<file path="src/rtl/ecc_ram_zeroize_pkg.sv">
// ecc_ram_zeroize_pkg: shared state encoding for the ECC RAM zeroize sequencer.
package ecc_ram_zeroize_pkg;
  typedef enum logic {IDLE, CLEAR} state_e;
endpackage

</file>
<file path="src/rtl/ecc_ram_zeroize_seq.sv">
// ecc_ram_zeroize_seq: pass-through front end of an ECC true-dual-port RAM that, on request,
// sweeps both ports over the whole array writing zeros (two words per cycle).
module ecc_ram_zeroize_seq
  import ecc_ram_zeroize_pkg::*;
#(
  parameter int ADDR_WIDTH = 10,
  parameter int DATA_WIDTH = 32
) (
  input  logic                  clk,
  input  logic                  reset_n,
  input  logic                  zeroize,
  input  logic                  ena,
  input  logic                  wea,
  input  logic [ADDR_WIDTH-1:0] addra,
  input  logic [DATA_WIDTH-1:0] dina,
  output logic [DATA_WIDTH-1:0] douta,
  input  logic                  enb,
  input  logic                  web,
  input  logic [ADDR_WIDTH-1:0] addrb,
  input  logic [DATA_WIDTH-1:0] dinb,
  output logic [DATA_WIDTH-1:0] doutb,
  output logic                  ram_ena,
  output logic                  ram_wea,
  output logic [ADDR_WIDTH-1:0] ram_addra,
  output logic [DATA_WIDTH-1:0] ram_dina,
  input  logic [DATA_WIDTH-1:0] ram_douta,
  output logic                  ram_enb,
  output logic                  ram_web,
  output logic [ADDR_WIDTH-1:0] ram_addrb,
  output logic [DATA_WIDTH-1:0] ram_dinb,
  input  logic [DATA_WIDTH-1:0] ram_doutb,
  output logic                  busy,
  output logic                  zeroize_done
);
  state_e                r_state, w_state_nxt;
  logic [ADDR_WIDTH-2:0] r_cnt, w_cnt_nxt;
  logic                  r_busy_d1, r_done, w_done_nxt, w_clr;
  always_ff @(posedge clk or negedge reset_n) begin
    if (!reset_n) begin
      r_state   <= IDLE;
      r_cnt     <= '0;
      r_busy_d1 <= 1'b0;
      r_done    <= 1'b0;
    end else begin
      r_state   <= w_state_nxt;
      r_cnt     <= w_cnt_nxt;
      r_busy_d1 <= w_clr;
      r_done    <= w_done_nxt;
    end
  end
  // A zeroize request always (re)starts the sweep, even on its last cycle.
  always_comb begin
    w_state_nxt = r_state;
    w_cnt_nxt   = r_cnt;
    w_done_nxt  = 1'b0;
    if (zeroize) begin
      w_state_nxt = CLEAR;
      w_cnt_nxt   = '0;
    end else if (r_state == CLEAR) begin
      w_cnt_nxt = r_cnt + 1'b1;
      if (&r_cnt) begin
        w_state_nxt = IDLE;
        w_done_nxt  = 1'b1;
      end
    end
  end
  assign w_clr        = (r_state == CLEAR);
  assign busy         = w_clr;
  assign zeroize_done = r_done;
  assign ram_ena      = w_clr | ena;
  assign ram_wea      = w_clr | wea;
  assign ram_addra    = w_clr ? {r_cnt, 1'b0} : addra;
  assign ram_dina     = w_clr ? '0 : dina;
  assign ram_enb      = w_clr | enb;
  assign ram_web      = w_clr | web;
  assign ram_addrb    = w_clr ? {r_cnt, 1'b1} : addrb;
  assign ram_dinb     = w_clr ? '0 : dinb;
  // Read data lags the request by one cycle, so mask one cycle past the sweep too.
  assign douta        = (w_clr | r_busy_d1) ? '0 : ram_douta;
  assign doutb        = (w_clr | r_busy_d1) ? '0 : ram_doutb;
endmodule

</file>
<file path="config.mk">
export PLATFORM = sky130hd
export DESIGN_NAME = ecc_ram_zeroize_seq
export DESIGN_NICKNAME = d
export VERILOG_FILES = /design/src/rtl/ecc_ram_zeroize_pkg.sv /design/src/rtl/ecc_ram_zeroize_seq.sv
export SDC_FILE = /design/constraint.sdc
export NUM_CORES = 1
export LEC_CHECK = 0
export CORE_AREA = 10 10 112 114
export CTS_CLUSTER_SIZE = 12
export DETAILED_ROUTE_END_ITERATION = 6
export DIE_AREA = 0 0 122 124
export PLACE_DENSITY_LB_ADDON = 0.3
export REMOVE_ABC_BUFFERS = 1
export SYNTH_ARGS = -nofsm -noshare
export SYNTH_HDL_FRONTEND = slang
export SYNTH_SLANG_ARGS = --single-unit
</file>
<file path="constraint.sdc">
create_clock -name clk -period 3.6 [get_ports clk]
set_input_delay 0.54 -clock clk [delete_from_list [all_inputs] [get_ports clk]]
set_output_delay 0.54 -clock clk [all_outputs]
set_load 0.02 [all_outputs]
</file>
**Word level (Yosys, flattened, before mapping)**

Index checks and enable logic that the tools add are counted.

- Word-level logic and storage cells: 26
- Output and inout port bits: 154
- Bits of input ports: 155
- Register bits: 12

- Bitwise logic cells: 5
- Muxes and demuxes: 14
- Reductions and logical operators: 2
- Add/subtract/negate cells: 1

Operators by type and width:

| operator | number |
|---|---|
| 32-bit 2-to-1 mux | 4 |
| 10-bit 2-to-1 mux | 2 |
| 9-bit 2-to-1 mux | 2 |
| 9-bit by 1-bit adder with 9-bit output (second input constant) | 1 |
| 9-bit AND reduction | 1 |
| 1-bit 2-to-1 mux | 6 |
| 1-bit OR | 5 |
| 2-bit nonzero test | 1 |

**Depth between registers and ports, before layout**

Gate-level depths: netlist (run 1).

- Word-level depth: 4
- Mapped depth: 6
- Mapped depth without buffers: 6

**Worst setup path before layout (run 1)**

Ideal clock, no wire load.

- Kind: reg2out
- Start: register r_state, in the netlist busy
- End: output port ram_addrb[8]
- Path buffers: 3
- Cell stages (with the launch flop): 5
- Setup slack: 1621 ps
- Data arrival time: 1439 ps
- Cells stage by stage: dfrtp_1 > buf_6 > buf_4 > buf_2 > o21ai_0

- Cells in the longest elaborated chain, start to end: 1

RTL lines:

| what | line | source |
|---|---|---|
| start: declaration | ecc_ram_zeroize_seq.sv:35 | `state_e r_state, w_state_nxt;` |
| start signal: assignment | ecc_ram_zeroize_seq.sv:45 | `r_state <= w_state_nxt;` |
| 10-bit 2-to-1 mux | ecc_ram_zeroize_seq.sv:76 | `assign ram_addrb = w_clr ? {r_cnt, 1'b1} : addrb;` |
| end: declaration | ecc_ram_zeroize_seq.sv:29 | `output logic [ADDR_WIDTH-1:0] ram_addrb,` |

Every way passes these cells.

**Worst setup path in the final report (run 1)**

- Start: register r_state, in the netlist busy
- End: output port ram_addrb[2]

Same word-level chain as after synthesis.

==> metrics.md, run 1 <==
| Metric | Value |
|---|---|
| Unrepaired setup endpoints after global routing | false |
| Detailed-route wire length per cell | 17.4 µm |
| Fin nets | 700 |
| Die area | 0.0151 mm² |
| # rows | 37 |
| First-pass GRT wire length | 15.8 mm |
| Worst hold margin | 0.567 ns |
| Slew of the pin with the lowest slew margin | 0.566 ns |
| PostCTS Resize Cnt | 0 |
| Cell area after synthesis | 0.00166 mm² |
| Pins Over Slew Limit | 0 |
| Clock sink total | 12 |
| Yosys top cell area share | 0.245 |
| Final setup vio count | 0 |
| Final WL | 11.8 mm |
| Seq/Total Area, Yosys | 0.181 |
| Final Hold Fails | 0 |
| Tcrit/Tclk final | 0.785 |
| First drt pass iteration count | 4 |
| DR vias/cell | 3.86 |
| Slowest stage cell on the critical path | dfrtp_4 |
| Area growth from synthesis to layout | 195% |
| Final core utilization | 0.479 |
| Largest net degree at the start of global routing | 65 |
| Worst Setup Path Type | flip-flop to output port |
| CP endpoint kind | output port |
| Hpwl dp | 10.6 mm |
| Leakage | 1.86 nW |
| Antenna violations before repair | 2 |
| Top Ports | 309 |
| Setup TNS Final | 0 ns |
| Core ar. | 0.0102 mm² |
| Vias in the first global route | 2536 |
| Minimum clock period | 2.83 ns |
| Drc violations | 0 |
| F_max | 354 MHz |
| CTS Buffer Depth | 2 |
| PortBufs | 308 |
| Worst EP required | 3.06 ns |
| Dominant cells by area after synthesis | nor2b_1, and2_1, dfrtp_1 |
| GRT Total Usage | 0.133 |
| WP data arrival | 2.29 ns |
| Max_slew headroom | 0.621 |
| Critical path startpoint category | flip-flop |
| VDD IR-drop max | 234 µV |
| 1st-iter DRT viols | 108 |
| Worst-path clk slew | 0.05 ns |
| Yosys cell types | 24 |
| Pwr Total | 0.497 mW |
| Largest stage delay, worst path | 0.66 ns |
| Crit path cell chain | buf_4, nand2_1, o21ai_0, clkdlybuf4s50_1 |
| Hold crit path type | flip-flop to flip-flop |
| Yosys reg bits | 12 |
| Clk_lat worst skew | 0.24 ns |
| Starting density of the core | 0.162 |
| Root Buffer | clkbuf_8 |
| Worst-path fanout max | 46 |
| Die height | 124 µm |
| Fin worst setup slack | 0.772 ns |
| Mapped Avg Cell Area | 6.72 µm² |
| Register-to-register setup slack | 1.84 ns |
| Max-capacitance violation count | 0 |
| DIE WIDTH | 122 µm |
| Routability cong. | 0.786 |
| Aggregate global routing overflow | 0 |
| Cell taking the most area after synthesis | nor2b_1 |
| CTS tree | built |
| Post-DRT Antenna Nets | 0 |
| Synthesis warning total | 0 |
| H-tree levels | 1 |
| Post-CTS Setup Bufs | 0 |
| Total CTS buffers | 3 |
| Clock Skews | 0.00385 ns |
| Hold Buf Count CTS | 0 |
| Pwr Density | 101 mW/mm² |
| Syn Inst Count | 247 |
| Fraction of layout cells with a size suffix above 1 | 0.0277 |
| Status | completed |
| Via count | 2623 |
| Pre-CTS setup slack | 0.996 ns |
==> critical path: cells and delay by family, from the launching register on <==
family | cells | cell delay, ns
buffers and inverters | 2 | 1.11
AND/OR/NAND/NOR | 1 | 0.13
AO/OA/AOI/OAI | 1 | 0.13
flip-flops | 1 | 0.66
==> through the flow <==
stage               area (µm²)  std cells
finish                    4900        679
floorplan                 1570        227
global placement          4840        674
detailed placement        4840        674
global route              4900        679
CTS                       4900        678
==> where the power goes <==
part | switching (mW) | total (mW) | internal [mW]
logic | 0.0390 | 0.207 | 0.168
registers | 0.00593 | 0.144 | 0.138
clock network | 0.0490 | 0.146 | 0.0965
==> layout make-up <==
type / count / area, µm²
inverter: 19 / 71.3
tap: 136 / 170
fill: 977 / 5330
multi-input combinational: 196 / 1190
antenna: 1 / 2.50
timing repair buffer: 311 / 3110
clock buffer: 4 / 55.1
sequential: 12 / 304
==> placed cells by master, fill, tap and decap left out <==
cell,Yosys,layout
a21o_1,1,1
a21oi_1,3,3
and2_1,64,64
buf_4,2,3
clkbuf_8,0,4
clkdlybuf4s50_1,0,308
dfrtp_1,12,11
dfrtp_4,0,1
diode_2,0,1
ha_1,2,2
inv_1,19,19
mux2i_1,2,2
nand2_1,11,11
nand3_1,1,1
nand4_1,4,4
nand4_2,1,1
nor2_1,7,7
nor2_4,1,1
nor2b_1,65,65
nor3b_1,1,1
o21ai_0,21,21
or2_2,5,5
or3_1,3,3
xnor2_1,1,1
xor2_1,3,3
==> final timing paths <==
kind	startpoint	to	cells after the start
worst max-delay path	busy	ram_addrb[2]	4
worst min-delay path	r_cnt[8]	r_cnt[8]	2
worst max register to register	busy	r_cnt[7]	4
worst min register to register	r_cnt[8]	r_cnt[8]	2
max in group asynchronous	reset_n	busy	1
min in group asynchronous	reset_n	r_cnt[7]	1
==> registers in the layout (all words and copies together) (netlist names) <==
name / cells
r_cnt: 9
busy: 1
r_busy_d1: 1
zeroize_done: 1
==> metal layers <==
metal | vias up | wire length, µm | global-route usage
met5 | - | 17 | 0
met4 | 2 | 51 | 0.00820
met3 | 4 | 1280 | 0.0466
met2 | 154 | 6390 | 0.260
met1 | 1123 | 4100 | 0.140
li1 | 1340 | - | -
==> cells in the mapped netlist (all sizes together) <==
master / count
a21o: 1
a21oi: 3
and2: 64
buf: 7
clkbuf: 13
dfrtp: 12
ha: 2
inv: 19
mux2i: 2
nand2: 11
nand3: 1
nand4: 5
nor2: 8
nor2b: 65
nor3b: 1
o21ai: 21
or2: 5
or3: 3
xnor2: 1
xor2: 3
==> kinds of logic (layout without fill, tap and decap cells) <==
logic type      after synthesis  after routing  share of synthesized area
simple gates                163            163                      0.594
buf+inv                      39            334                      0.100
compound gates               25             25                     0.0769
flops                        12             12                      0.181
xor+xnor                      4              4                     0.0211
fa+ha+maj                     2              2                     0.0151
mux                           2              2                     0.0121
other cells                   0              1                          0
No activity file was read; power rests on OpenSTA's default activity.
==> run 2, diff against run 1 <==
--- a/config.mk
+++ b/config.mk
@@ -5,10 +5,10 @@
 export SDC_FILE = /design/constraint.sdc
 export NUM_CORES = 1
 export LEC_CHECK = 0
-export CORE_AREA = 10 10 112 114
+export CORE_AREA = 10 10 110 112
 export CTS_CLUSTER_SIZE = 12
 export DETAILED_ROUTE_END_ITERATION = 6
-export DIE_AREA = 0 0 122 124
+export DIE_AREA = 0 0 120 122
 export PLACE_DENSITY_LB_ADDON = 0.3
 export REMOVE_ABC_BUFFERS = 1
 export SYNTH_ARGS = -nofsm -noshare
==> constraint.sdc (replaced) <==
create_clock -name clk -period 2.4 [get_ports clk]
set_input_delay 0.36 -clock clk [delete_from_list [all_inputs] [get_ports clk]]
set_output_delay 0.36 -clock clk [all_outputs]
set_load 0.02 [all_outputs]
==> run 2 against run 1 <==
Compared with the run above: non-clock buffer count is 2 higher; sequential share of layout area fell by 0.17 points; count of clock-buffer cells in the layout stayed put; critical path depth did not move; final cell count up 0.15%; flip-flop and latch count unchanged; via count is 1.1% higher; setup slack got worse by 0.70 ns; hold slack lost 0.078 ns; sequential power rose by 49%.
==> metrics.md, run 2 (same netlist as run 1, synthesis figures left out) <==
| Metric | Value |
|---|---|
| Aggregate global routing overflow | 0 |
| Reg with most FFs | r_cnt |
| Fin worst setup slack | 0.0694 ns |
| Drc violations | 0 |
| Most frequent cells in the layout | clkdlybuf4s50_1, nor2b_1, and2_1 |
| Pwr Total | 0.747 mW |
| Slew of the pin with the lowest slew margin | 0.580 ns |
| Hold Buf Count CTS | 0 |
| Leakage | 2.49 nW |
| Clock sink total | 12 |
| CP endpoint kind | output port |
| First drt pass iteration count | 4 |
| Critical path startpoint category | flip-flop |
| Worst Setup Path Type | flip-flop to output port |
| Max_slew headroom | 0.612 |
| Largest net degree at the start of global routing | 57 |
| Final Hold Fails | 0 |
| Top Ports | 309 |
| Via count | 2651 |
| Core ar. | 0.0100 mm² |
| # rows | 37 |
| Final setup vio count | 0 |
| WP data arrival | 1.97 ns |
| Minimum clock period | 2.33 ns |
| GRT Total Usage | 0.154 |
| Critical path buffers and inverters | 2 |
| Detailed-route wire length per cell | 18.7 µm |
| DIE WIDTH | 120 µm |
| Number of flip-flops in the largest register | 9 |
| Worst-path fanout max | 56 |
| Post-DRT Antenna Nets | 0 |
| Tcrit/Tclk final | 0.971 |
| Crit path cell chain | nor2_4, buf_12, and2_1, clkdlybuf4s50_1 |
| Max-capacitance violation count | 0 |
| Fraction of layout cells with a size suffix above 1 | 0.0313 |
| F_max | 429 MHz |
| Routability cong. | 0.886 |
| Final WL | 12.7 mm |
| # fillers | 990 |
| VDD IR-drop max | 244 µV |
| Slowest stage cell on the critical path | clkdlybuf4s50_1 |
| Hold crit path type | input pin to asynchronous set/reset pin |
| Starting density of the core | 0.165 |
| DR vias/cell | 3.90 |
| Antenna violations before repair | 1 |
| Total CTS buffers | 3 |
| Pwr Density | 148 mW/mm² |
| Worst-path clk slew | 0.05 ns |
| Pre-CTS setup slack | 0.201 ns |
| Die height | 122 µm |
| Area growth from synthesis to layout | 204% |
| Hpwl dp | 11.1 mm |
| Clk_lat worst skew | 0.24 ns |
| Root Buffer | clkbuf_8 |
| Pins Over Slew Limit | 0 |
| Most common cell after layout, fill and taps aside | clkdlybuf4s50_1 |
| H-tree levels | 1 |
| Die area | 0.0146 mm² |
| Largest stage delay, worst path | 0.62 ns |
| Worst EP required | 2.04 ns |
| CP delay by family, top | buffers and inverters |
| CTS Buffer Depth | 2 |
| Vias in the first global route | 2717 |
| N_diodes | 0 |
| PortBufs | 308 |
| Fin nets | 702 |
| CTS tree | built |
| Status | completed |
| First-pass GRT wire length | 17.6 mm |
| 1st-iter DRT viols | 149 |
| Clock Skews | 0.00270 ns |
-- run 2: cell types whose count changed in the layout (fill, tap and decap cells not counted), sizes merged --
cell,before,now
buf,3,4
bufbuf,0,1
clkdlybuf4s50,308,272
diode,1,0
dlygate4sd2,0,6
dlymetal6s2s,0,30
-- run 2: through the flow --
stage	instances	utilization	hold slack, ns	setup TNS (ns)	instance area (µm²)
after floorplan	227	-	0.0644	-88.36	1570
after global placement	673	0.484	0.538	0	4860
after detailed placement	673	0.484	0.554	0	4860
after CTS	679	0.493	0.490	0	4960
after global routing	680	0.502	0.525	-0.0128	5040
final	680	0.502	0.490	0	5040
-- run 2: metal layers --
metal  share of wire  GRT usage  wire length (µm)
met5         0.00071          0                 9
met3           0.084     0.0611              1070
met4           0.011     0.0196               138
met1            0.38      0.161              4860
met2            0.52      0.290              6660
-- run 2: where the power goes --
group | internal (mW) | switching [mW] | leakage (nW)
Sequential | 0.207 | 0.00784 | 0.155
Clock | 0.145 | 0.0729 | 0.0288
Combinational | 0.253 | 0.0614 | 2.31
Total | 0.605 | 0.142 | 2.49
-- run 2: repair_timing --
item,in CTS,in global routing
setup buffers,1,1
gates cloned,1,0
setup endpoints to repair,68,76
pin swaps,1,0
endpoints found under the hold margin,0,0
resized for setup,7,30
-- run 2: path summary, 6_finish.rpt --
check | from | end | slack (ns) | cells past startpoint
min in group clk | r_cnt[8] | r_cnt[8] | 0.57 | 2
worst min-delay path | reset_n | zeroize_done | 0.49 | 1
max in group asynchronous | reset_n | busy | 1.47 | 1
worst max-delay path | busy | douta[9] | 0.07 | 4
worst max register to register | busy | r_cnt[7] | 0.75 | 4
worst min register to register | r_cnt[8] | r_cnt[8] | 0.57 | 2
-- run 2: cell type report --
type                       instances  area [µm²]  share of cell area
multi-input combinational        196        1190               0.237
sequential                        12         304              0.0603
inverter                          19        71.3              0.0142
timing repair buffer             313        3250               0.644
clock buffer                       4        55.1              0.0109
tap                              136         170              0.0338
